<file path="src/rtl/ucsbece154_dmem_sched.sv">
// rtl/ucsbece154_dmem_sched.sv - maps two memory-issue slots onto a dual-port dmem, resolving same-word hazards
module ucsbece154_dmem_sched #(
    parameter logic [31:0] DATA_START = 32'h10000000,
    parameter int          DATA_SIZE  = 64,
    parameter int          CNT_W      = 16
) (
    input  logic             clk,
    input  logic             reset,
    input  logic             flush_i,
    input  logic             req0_valid_i,
    input  logic             req1_valid_i,
    input  logic             req0_we_i,
    input  logic             req1_we_i,
    input  logic [31:0]      req0_addr_i,
    input  logic [31:0]      req1_addr_i,
    input  logic [31:0]      req0_wdata_i,
    input  logic [31:0]      req1_wdata_i,
    output logic [31:0]      rd0_o,
    output logic [31:0]      rd1_o,
    output logic             stall_o,
    output logic             dm_we_o,
    output logic             dm_we2_o,
    output logic [31:0]      dm_a_o,
    output logic [31:0]      dm_a2_o,
    output logic [31:0]      dm_wd_o,
    output logic [31:0]      dm_wd2_o,
    input  logic [31:0]      dm_rd_i,
    input  logic [31:0]      dm_rd2_i,
    output logic             err_o,
    output logic [CNT_W-1:0] split_cnt_o
);

    typedef enum logic {IDLE = 1'b0, SPLIT = 1'b1} state_t;

    state_t state, state_next;
    logic   v0, v1, legal0, legal1, same, raw, waw, ill0, ill1;

    function automatic logic legal_store(input logic [31:0] a);
        logic [31:0] off;
        off = a - DATA_START;
        return (a[1:0] == 2'b00) && (a >= DATA_START) && (off < 32'(4 * DATA_SIZE));
    endfunction

    // flush masks both slots for the current cycle, so no write, hazard or error can arise
    assign v0     = req0_valid_i & ~flush_i;
    assign v1     = req1_valid_i & ~flush_i;
    assign legal0 = legal_store(req0_addr_i);
    assign legal1 = legal_store(req1_addr_i);
    assign same   = v0 & v1 & (req0_addr_i[31:2] == req1_addr_i[31:2]);
    assign raw    = same & req0_we_i & ~req1_we_i;
    assign waw    = same & req0_we_i & req1_we_i;
    assign ill0   = v0 & req0_we_i & ~legal0;
    assign ill1   = v1 & req1_we_i & ~legal1;

    always_ff @(posedge clk) begin
        if (reset) begin
            state <= IDLE;
        end else begin
            state <= state_next;
        end
    end

    always_comb begin
        state_next = state;
        case (state)
            IDLE:    if (raw) state_next = SPLIT;
            SPLIT:   state_next = IDLE;
            default: state_next = IDLE;
        endcase
    end

    always_comb begin
        dm_a_o   = req0_addr_i;
        dm_a2_o  = req1_addr_i;
        dm_wd_o  = req0_wdata_i;
        dm_wd2_o = req1_wdata_i;
        dm_we_o  = 1'b0;
        dm_we2_o = 1'b0;
        rd0_o    = 32'h0;
        rd1_o    = 32'h0;
        stall_o  = 1'b0;
        if (!reset) begin
            case (state)
                IDLE: begin
                    dm_we_o  = v0 & req0_we_i & legal0 & ~waw;
                    dm_we2_o = v1 & req1_we_i & legal1;
                    stall_o  = raw;
                    if (v0 && !req0_we_i)         rd0_o = dm_rd_i;
                    if (v1 && !req1_we_i && !raw) rd1_o = dm_rd2_i;
                end
                SPLIT: begin
                    // the store went out in the previous cycle; only the younger load remains
                    if (!flush_i) rd1_o = dm_rd2_i;
                end
                default: ;
            endcase
        end
    end

    always_ff @(posedge clk) begin
        if (reset) begin
            err_o       <= 1'b0;
            split_cnt_o <= '0;
        end else if (state == IDLE) begin
            if (ill0 || ill1) err_o <= 1'b1;
            if (raw && split_cnt_o != '1)
                split_cnt_o <= split_cnt_o + {{(CNT_W-1){1'b0}}, 1'b1};
        end
    end

endmodule

</file>
<file path="config.mk">
export PLATFORM = sky130hd
export DESIGN_NAME = ucsbece154_dmem_sched
export DESIGN_NICKNAME = d
export VERILOG_FILES = /design/src/rtl/ucsbece154_dmem_sched.sv
export SDC_FILE = /design/constraint.sdc
export NUM_CORES = 1
export LEC_CHECK = 0
export CORE_AREA = 5 5 157 159
export CTS_CLUSTER_SIZE = 24
export DETAILED_ROUTE_END_ITERATION = 10
export DIE_AREA = 0 0 162 164
export GPL_TIMING_DRIVEN = 0
export PLACE_DENSITY = 0.57
export SLEW_MARGIN = 5
export SYNTH_ARGS = -nofsm -noshare
export SYNTH_HDL_FRONTEND = slang
export SYNTH_SLANG_ARGS = --single-unit
</file>
<file path="constraint.sdc">
create_clock -name clk -period 6.25 [get_ports clk]
set_input_delay 1.875 -clock clk [delete_from_list [all_inputs] [get_ports clk]]
set_output_delay 1.875 -clock clk [all_outputs]
set_load 0.02 [all_outputs]
</file>
==> results.md, run 1 <==
- Netlist cell types: 40
- Area growth syn-to-layout: 134%
- Lkg Pwr: between 2 and 3 nW
- Tcrit/Tclk final: just under 100%
- Fin Hold WS: between 0.5 and 0.6 ns
- Crit path kind: input pin to output port
- Core box area: approximately 23000 µm²
- Yosys top cell by area: buf_4
- Reg2reg start: split_cnt_o[0]$_SDFFE_PP0P_
- GP Congestion: about 0.76
- Tmin final: approximately 6 ns
- R2R depth: 7
- Final Skew: 0.000653 ns
- Initial Utilization: about 13%
- Synth Flop Type: dfxtp_1
- Total power: 0.648 mW
- Max Slew Vio Count: 0
- First-pass GRT wire length: between 20000 and 25000 µm
- Reg2reg setup slack: 4.08 ns
- Post-synthesis register bit count: 18
- Row count: 56
- Vias/cell: roughly 3.8
- Nets: 961
- Num CTS Buffers: 3
- CP Launch Type: input pin
- Clock Sink Count: 18
- Worst Hold End: split_cnt_o[5]$_SDFFE_PP0P_
- Die height: approximately 160 µm
- H-Tree Depth: 1
- Iteration-0 DRC Markers: between 100 and 150
- FFs w/ async S/R, synth: 0%
- WHS Path Cells: 2
- Routed WL per cell: between 15 and 20 µm
- Synth top area cells: buf_4, dfxtp_1, xnor2_1
- Cells after DPL: 1036
- Routed Antenna Nets: 0
- Share of Yosys cell area claimed by the top area cell type: roughly a third
- Post-Layout Cell Count: 1050
- Drt total wl: 17700 µm
- Total GRT Usage: between 10% and 20%
- Synth warn: 0
- Maxcap violations: 0
- Headroom to the max-slew limit: between 20% and 30%
- Vias: 3938
- Worst-Margin Slew: 1.05 ns
- Commonest non-fill, non-tap cell in the layout: clkdlybuf4s50_1
- CTS tree: built
- # hold bufs at CTS: 0
- Most frequent cells in the layout: clkdlybuf4s50_1, buf_4, nor2b_1
- Critical Path RT: 4.38 ns
- Die X: ~160 µm
- CTS Root Cell: clkbuf_16
- Port Buffer Count: between 300 and 400
- Pin count of the biggest net entering global routing: 11
- Residual DRC: 0
- Max VDD drop: 0.0569 mV
- Status: finished, final reports clean
- Worst-case clock buffer depth: 2
- Post-synthesis sequential area ratio: between 10 and 15%
- FF-to-FF End: split_cnt_o[1]$_SDFFE_PP0P_
- TritonRoute pass-1 iters: 4
- Die area: between 20000 and 30000 µm²
- Vias in the first global route: 4016
- Synth Instances: roughly 400
- Fraction of layout cells with a size suffix above 1: between 20% and 30%
- # IOs: ~410
- Worst hold path class: flip-flop to flip-flop
- Congestion Overflow GR: 0
- Fin util: 30.3%
- Final Hold Viols: 0
- Post-synthesis net count: around 600
- EDFF count, synth: 0
- Hold path start: split_cnt_o[5]$_SDFFE_PP0P_
- Final setup violation count: 0
- Clk Latency, worst-skew pair: approximately 0.25 ns
- Critical Path AT: 4.28 ns
- Crit. End Element: output port
- Avg Inst Size Synth: between 7 and 8 µm²
- Power per cell area: between 90 and 100 nW/µm²
- Fillers: between 2000 and 3000
- Clk slew on worst S/H paths: around 0.05 ns
- # diodes: 0
- Initial antenna violation count: 0
- Crit Path Max Fanout: 10
- Fmax: around 0.16 GHz
- Netlist Area Pre-Place: between 2000 and 3000 µm²
- HPWL after DPL: between 15000 and 20000 µm
==> per-layer routing <==
metal	wire length [µm]	track usage, %	share of wire, %
met1	6990	14.6	40
met2	9030	21.2	51
met3	1540	3.14	8.7
met4	122	1.77	0.69
met5	0	0	0
==> sequential cells by signal, summed over array words and instances, names as in the netlist <==
| signal | flops |
|---|---|
| split_cnt_o | 16 |
| err_o | 1 |
| state | 1 |
==> where the power goes <==
| group | internal [mW] | switching, mW |
|---|---|---|
| Clock | 0.0975 | 0.0460 |
| Sequential | 0.115 | 0.000534 |
| Combinational | 0.230 | 0.159 |
| Total | 0.443 | 0.205 |
==> kinds of logic (layout without fill, tap and decap cells) <==
group	Yosys count	in the layout	share of synthesized area, %
buf+inv	140	499	34.0
mux	2	2	0.712
compound gates	19	19	3.60
simple gates	184	184	38.3
flops	18	18	12.1
xor+xnor	37	37	10.8
fa+ha+maj	1	1	0.419
==> cells in the mapped netlist, types with 2 or more instances <==
master and n:
nor4_2 3, nand4_1 22, nand2_1 12, xor2_1 6
nor4bb_1 2, or3_1 7, buf_4 128, or4_1 3
and2_1 32, nand3_1 9, nor2b_1 35, clkbuf_1 6
a21oi_1 8, nor3_1 8, o21ai_0 8, inv_1 2
nor2_1 18, buf_2 3, nor4b_1 2, and4_1 4
xnor2_1 31, nor4_1 16, nand4b_1 2, dfxtp_1 18
==> layout make-up <==
cell class	count	area (µm²)	area share, %
plain buffers	137	1010	14.5
repair buffers	356	3440	49.1
flip-flops and latches	18	360	5.15
well taps	290	363	5.18
inverters	2	7.51	0.107
multi-input cells	243	1730	24.7
clock buffers	4	88.8	1.27
==> critical path: stages <==
cell,delay (ns)
clkdlybuf4s50_1,0.44
xor2_1,0.20
or4_4,0.56
nor3_4,0.20
nand3_4,0.12
a31oi_4,0.26
buf_4,0.15
buf_4,0.16
nor2b_1,0.05
clkdlybuf4s15_2,0.25
==> worst max path at each step <==
stage,startpoint,end,slack [ns],depth (start not counted)
6_report,req1_addr_i[6],rd1_o[28],0.1,10
5_1_grt,req1_addr_i[6],rd1_o[24],-0.001,10
4_1_cts,req1_addr_i[6],rd1_o[17],-0.006,10
3_5_place_dp,req0_addr_i[8],rd1_o[17],-0.67,9
3_3_place_gp,req0_addr_i[19],rd1_o[15],-0.64,9
2_1_floorplan,req1_addr_i[6],stall_o,0.74,6
==> per-stage QoR <==
step | setup TNS (ns) | setup slack [ns] | area [µm²]
after floorplan | 0 | 0.736 | 2990
after global placement | -28.13 | -0.642 | 6810
after detailed placement | -30.84 | -0.668 | 6810
after CTS | -0.00591 | -0.00591 | 6960
after global routing | -0.00109 | -0.00109 | 7000
final | 0 | 0.0966 | 7000
==> what timing repair did <==
action,CTS,global route
buffers inserted,8,3
pin swaps,3,5
gates cloned,0,0
gates resized for setup,130,21
setup endpoints to repair,65,43
No activity file was read; power rests on OpenSTA's default activity.
==> inputs of run 2 (changes only) <==
- CORE_AREA: 5 5 157 159 -> 2 2 158 160
- DIE_AREA: 0 0 162 164 -> 0 0 160 162
- PLACE_DENSITY: 0.57 -> 0.56
==> run 2 against run 1 <==
Sequential power hardly changed. Routed wire length is 9.5% lower. Clock skew is 0.0021 ns higher. Register-to-register slack hardly changed. Utilization is 1.2 points lower. Global-route usage is 0.68 points lower. Highest routed layer unchanged.
==> results.md, run 2 (synthesis gave the netlist of run 1 again) <==
- Status: finished, final reports clean
- Residual DRC: 0 (unchanged)
- Nets: 956 (-0.52%)
- Int Pwr: 0.440 mW (-0.56%)
- Vias in the first global route: 3861 (-3.9%)
- Lkg Pwr: 2.78 nW (+0.47%)
- Max VDD drop: 0.0822 mV (+44%)
- Vias/cell: 3.63 (-3.3%)
- Clock Sink Count: 18 (unchanged)
- Top reg by flops: split_cnt_o
- Power per cell area: 91.7 nW/µm² (-0.94%)
- Comb pwr share: 59.9% (about the same)
- # IOs: 411 (unchanged)
- First-pass GRT wire length: 22700 µm (-7.3%)
- TritonRoute pass-1 iters: 4 (unchanged)
- Clk Latency, worst-skew pair: 0.25 ns (about the same)
- Switching power of the nets: 0.202 mW (-1.4%)
- Routed WL per cell: 14.8 µm (-12%)
- Crit path kind: input pin to output port
- Initial Utilization: 12.4% (-0.53 points)
- Most frequent cells in the layout: clkdlybuf4s50_1, buf_4, nor2b_1
- Initial antenna violation count: 0 (unchanged)
- Worst hold path class: flip-flop to flip-flop
- Met3 usage: 1.51% (-1.6 points)
- Fin util: 29.1% (-1.2 points)
- Die X: 160 µm (-1.2%)
- # hold bufs at CTS: 0 (unchanged)
- HPWL after DPL: 14200 µm (-11%)
- Congestion Overflow GR: 0 (unchanged)
- Worst-case clock buffer depth: 2 (unchanged)
- Headroom to the max-slew limit: 22.6% (-6.5 points)
- Drt total wl: 16000 µm (-9.5%)
- Core box area: 24100 µm² (+4.3%)
- Critical Path RT: 4.38 ns (about the same)
- Pre-CTS WS: -0.770 ns (-0.102 ns)
- Net Sw Frac: 31.5% (-0.19 points)
- Critical-path top delay cell: or4_4
- Met2 Resource Use GR: 19.8% (-1.4 points)
- Pin count of the biggest net entering global routing: 11 (unchanged)
- Vias: 3915 (-0.58%)
- Setup ws final: 0.133 ns (+0.0363 ns)
- Iteration-0 DRC Markers: 89 (-24%)
- Area growth syn-to-layout: 135%
- CP Cell Sequence: clkdlybuf4s50_1, xor2_1, or4_4, nor3_4, nand3_4, a31oi_4, buf_6, nor2b_1, dlygate4sd2_1
- Die area: 25900 µm² (-2.4%)
- Fraction of layout cells with a size suffix above 1: 22.8% (-3.8 points)
- Tmin final: 6.12 ns (-0.0363 ns)
- Commonest non-fill, non-tap cell in the layout: clkdlybuf4s50_1
- Biggest regs: split_cnt_o: 16 flops, err_o: 1 flops, state: 1 flops
- GR peak layer: met2
- Clk slew on worst S/H paths: 0.05 ns (about the same)
- Critical Path AT: 4.24 ns (-0.04 ns)
- Tcrit/Tclk final: 97.9% (-0.58 points)
- CTS Root Cell: clkbuf_16
- Total power: 0.643 mW (-0.84%)
- Row count: 57 (+1.8%)
- Maxcap violations: 0 (unchanged)
- Power share of the clock group: 22.1% (about the same)
- CP max stage delay: 0.56 ns (about the same)
- TNS Setup: 0 ns (unchanged)
- Met1 usage: 14.8% (+0.23 points)
- Crit. End Element: output port
- Routed Antenna Nets: 0 (unchanged)
- Die height: 162 µm (-1.2%)
- Fin Hold WS: 0.520 ns (-0.0145 ns)
- CP Launch Type: input pin
- Kind of cell adding the most delay to the critical path: simple AND/OR/NAND/NOR gates
- Num CTS Buffers: 3 (unchanged)
- RSZ-0062 raised after global routing: false
- Seq pwr share: 18.0% (about the same)
- Port Buffer Count: 345 (unchanged)
- GP Congestion: 0.756 (-0.15%)
- Max reg flops: 16 (unchanged)
- Fmax: 0.163 GHz (+0.59%)
- # diodes: 0 (unchanged)
- Final setup violation count: 0 (unchanged)
- Max Slew Vio Count: 0 (unchanged)
- H-Tree Depth: 1 (unchanged)
- WP buf/inv: 3 (-1)
- Worst-Margin Slew: 1.15 ns (+0.0966 ns)
- Final Skew: 0.00276 ns (+0.00211 ns)
- Total GRT Usage: 11.2% (-0.68 points)
- Crit Path Max Fanout: 10 (unchanged)
- CTS tree: built
- Final Hold Viols: 0 (unchanged)
[run 2: metrics by stage]
stage | std cells | instance area, µm²
final | 1079 | 7010
after CTS | 1079 | 7030
after detailed placement | 1070 | 6850
after global placement | 1070 | 6850
after global routing | 1079 | 7010
after floorplan | 401 | 2990
[run 2: power by group through the flow]
stage | clock [mW] | combinational [mW] | sequential [mW]
final | 0.142 | 0.385 | 0.116
after global routing | 0.151 | 0.406 | 0.116
after CTS | 0.145 | 0.388 | 0.116
after detailed placement | 0 | 0.384 | 0.118
after global placement | 0 | 0.384 | 0.118
after floorplan | 0 | 0.170 | 0.119
[run 2: worst register-to-register path: stages (launching register included)]
cell      delay, ns
dfxtp_1        0.44
ha_1           0.32
nand3_1        0.18
or4_1          0.54
nand4b_1       0.26
nor3_2         0.10
mux2i_1        0.15
nor2_1         0.05
[run 2: routing by layer]
| layer | vias to the layer above | routed length, µm |
|---|---|---|
| met2 | 200 | 7920 |
| met3 | 4 | 971 |
| met4 | 0 | 77 |
| li1 | 1966 | - |
| met5 | - | 0 |
| met1 | 1745 | 7040 |
[run 2: layout make-up]
class / count / area (µm²)
Buffer: 138 / 1030
Clock buffer: 4 / 88.8
Fill cell: 2642 / 17100
Inverter: 2 / 7.51
Multi-Input combinational cell: 243 / 1710
Sequential cell: 18 / 360
Tap cell: 324 / 405
Timing Repair Buffer: 350 / 3410
[run 2: what timing repair did]
action	in CTS	in global routing
resized for setup	71	22
setup buffers	5	0
setup endpoints to repair	64	37
endpoints found under the hold margin	0	0
pin swaps	3	6
[run 2: final timing paths]
| kind | start | end | slack [ns] | cells past startpoint |
|---|---|---|---|---|
| min reg2reg | split_cnt_o[5]$_SDFFE_PP0P_ | split_cnt_o[5]$_SDFFE_PP0P_ | 0.52 | 2 |
| max reg2reg | split_cnt_o[0]$_SDFFE_PP0P_ | split_cnt_o[1]$_SDFFE_PP0P_ | 4.09 | 7 |
| min | split_cnt_o[5]$_SDFFE_PP0P_ | split_cnt_o[5]$_SDFFE_PP0P_ | 0.52 | 2 |
| max | req1_addr_i[6] | rd1_o[22] | 0.13 | 9 |
==> inputs of run 3 (changes only) <==
- GPL_TIMING_DRIVEN: 0 -> not set
==> run 3 against run 2 <==
Setup slack better by 0.025 ns. Combinational power is 25% lower. Routed wire length is 8.0% lower. Final area is 17% lower. Non-clock buffer count is 140 lower. First-iteration DRC count is 25% higher. Maximum frequency is 0.42% higher. Final cell count is 13% lower. Via count is 15% lower. Flip-flop and latch count stayed put. Die area stayed put. Critical path depth stayed put. Critical endpoint is now rd1_o[7]. Highest routed layer unchanged.
==> results.md, run 3 (synthesis gave the netlist of run 1 again) <==
- Max VDD drop: 0.0534 mV (-35%)
- Num CTS Buffers: 3 (unchanged)
- Worst-case clock buffer depth: 2 (unchanged)
- RSZ-0062 raised after global routing: false
- Port Buffer Count: 282 (-18%)
- Setup ws final: 0.158 ns (+0.0253 ns)
- Crit. End Element: output port
- Routed WL per cell: 15.7 µm (+5.8%)
- Total GRT Usage: 10.4% (-0.77 points)
- CP Cell Sequence: clkdlybuf4s50_1, xor2_1, or4_4, nor3_4, nand3_2, a31oi_2, buf_12, nor2b_1, dlygate4sd2_1
- Biggest regs: split_cnt_o: 16 flops, err_o: 1 flops, state: 1 flops
- First-pass GRT wire length: 20500 µm (-9.5%)
- Comb pwr share: 52.5% (-7.4 points)
- CTS tree: built
- Max reg flops: 16 (unchanged)
- Max Slew Vio Count: 0 (unchanged)
- Congestion Overflow GR: 0 (unchanged)
- Critical Path RT: 4.38 ns (about the same)
- Most frequent cells in the layout: clkdlybuf4s50_1, buf_4, nor2b_1
- Die height: 162 µm (unchanged)
- Critical-path top delay cell: or4_4
- Nets: 816 (-15%)
- Residual DRC: 0 (unchanged)
- Vias in the first global route: 3347 (-13%)
- Int Pwr: 0.384 mW (-13%)
- Initial antenna violation count: 0 (unchanged)
- # hold bufs at CTS: 0 (unchanged)
- Drt total wl: 14700 µm (-8.0%)
- CP Launch Type: input pin
- Seq pwr share: 21.1% (+3.1 points)
- # IOs: 411 (unchanged)
- H-Tree Depth: 1 (unchanged)
- Pin count of the biggest net entering global routing: 33 (+22)
- TritonRoute pass-1 iters: 4 (unchanged)
- Clk Latency, worst-skew pair: 0.25 ns (about the same)
- GP Congestion: 0.784 (+3.6%)
- Net Sw Frac: 30.0% (-1.4 points)
- Tmin final: 6.09 ns (-0.0253 ns)
- Area growth syn-to-layout: 94.7%
- Crit Path Max Fanout: 32 (+22)
- Clock Sink Count: 18 (unchanged)
- Fillers: 2720 (+3.0%)
- Initial Utilization: 12.4% (unchanged)
- Tcrit/Tclk final: 97.5% (-0.41 points)
- Total power: 0.549 mW (-15%)
- Die X: 160 µm (unchanged)
- Iteration-0 DRC Markers: 111 (+25%)
- Critical Path AT: 4.22 ns (-0.02 ns)
- Power per cell area: 94.3 nW/µm² (+2.8%)
- Maxcap violations: 0 (unchanged)
- Vias: 3347 (-15%)
- Pre-CTS WS: -0.164 ns (+0.606 ns)
- Core box area: 24100 µm² (unchanged)
- Power share of the clock group: 26.4% (+4.3 points)
- Final instance area: 5820 µm² (-17%)
- Die area: 25900 µm² (unchanged)
- Kind of cell adding the most delay to the critical path: buffers and inverters
- Final Hold Viols: 0 (unchanged)
- Lkg Pwr: 2.17 nW (-22%)
- Crit path kind: input pin to output port
- CTS Root Cell: clkbuf_16
- Worst-Margin Slew: 0.677 ns (-0.474 ns)
- Final Skew: 0.00304 ns (+0.000283 ns)
- Commonest non-fill, non-tap cell in the layout: clkdlybuf4s50_1
- Top reg by flops: split_cnt_o
- Clk slew on worst S/H paths: 0.05 ns (about the same)
- WP buf/inv: 3 (unchanged)
- Area after DPL: 5730 µm² (-16%)
- Fraction of layout cells with a size suffix above 1: 14.5% (-8.3 points)
- HPWL after DPL: 13100 µm (-7.7%)
- Row count: 57 (unchanged)
- Routed Antenna Nets: 0 (unchanged)
- Switching power of the nets: 0.165 mW (-18%)
- Fmax: 0.164 GHz (+0.42%)
- Vias/cell: 3.56 (-1.8%)
- CP max stage delay: 0.56 ns (about the same)
- Status: finished, final reports clean
- Worst hold path class: flip-flop to flip-flop
- # diodes: 0 (unchanged)
- Final setup violation count: 0 (unchanged)
- Setup Buffers After CTS: 0 (-5)
- Headroom to the max-slew limit: 54.5% (+32 points)
-- run 3: area by class of cell --
type,instances,area (µm²),share of cell area [%]
well taps,324,405,6.96
clock buffers,4,88.8,1.53
flip-flops and latches,18,360,6.19
repair buffers,348,3290,56.6
multi-input cells,243,1670,28.6
inverters,2,7.51,0.129
-- run 3: worst reg2reg max path, delay by kind of cell (launching register included) --
family                     cells  cell delay (ns)
adders and majority gates      1             0.32
muxes                          1             0.15
DFF                            1             0.44
and+or+nand+nor                5             1.10
-- run 3: routing by layer --
layer	wire length, µm	global-route usage, %	share of wire (%)	up-vias
li1	-	-	-	1683
met1	6450	13.1	44	1478
met2	7070	18.0	48	166
met3	1050	2.45	7.1	20
met4	165	2.42	1.1	0
met5	0	0	0	-
-- run 3: final timing paths --
path                               startpoint                     endpoint  slack (ns)  cells past startpoint
hold reg to reg   split_cnt_o[5]$_SDFFE_PP0P_  split_cnt_o[5]$_SDFFE_PP0P_        0.51                      2
setup reg to reg  split_cnt_o[0]$_SDFFE_PP0P_  split_cnt_o[1]$_SDFFE_PP0P_        4.12                      7
hold / removal    split_cnt_o[5]$_SDFFE_PP0P_  split_cnt_o[5]$_SDFFE_PP0P_        0.51                      2
setup / recovery               req1_addr_i[6]                     rd1_o[7]        0.16                      9
-- run 3: power by group through the flow --
stage	registers [mW]	clock network (mW)	logic, mW
final	0.116	0.145	0.288
after global routing	0.116	0.152	0.305
after CTS	0.116	0.149	0.291
after detailed placement	0.118	0	0.290
after global placement	0.118	0	0.291
after floorplan	0.119	0	0.170
-- run 3: through the flow --
step | cells | TNS, ns | util [%] | hold WS (ns)
floorplan | 401 | 0 | - | 0.503
global placement | 935 | -4.51 | 23.8 | 0.506
detailed placement | 935 | -4.67 | 23.8 | 0.505
CTS | 939 | 0 | 24.1 | 0.516
global route | 939 | 0 | 24.1 | 0.544
finish | 939 | 0 | 24.1 | 0.514
-- run 3: repair_timing --
action | in CTS | in global routing
endpoints found under the hold margin | 0 | 0
gates resized for setup | 36 | 1
setup endpoints to repair | 32 | 32
pin swaps | 0 | 1
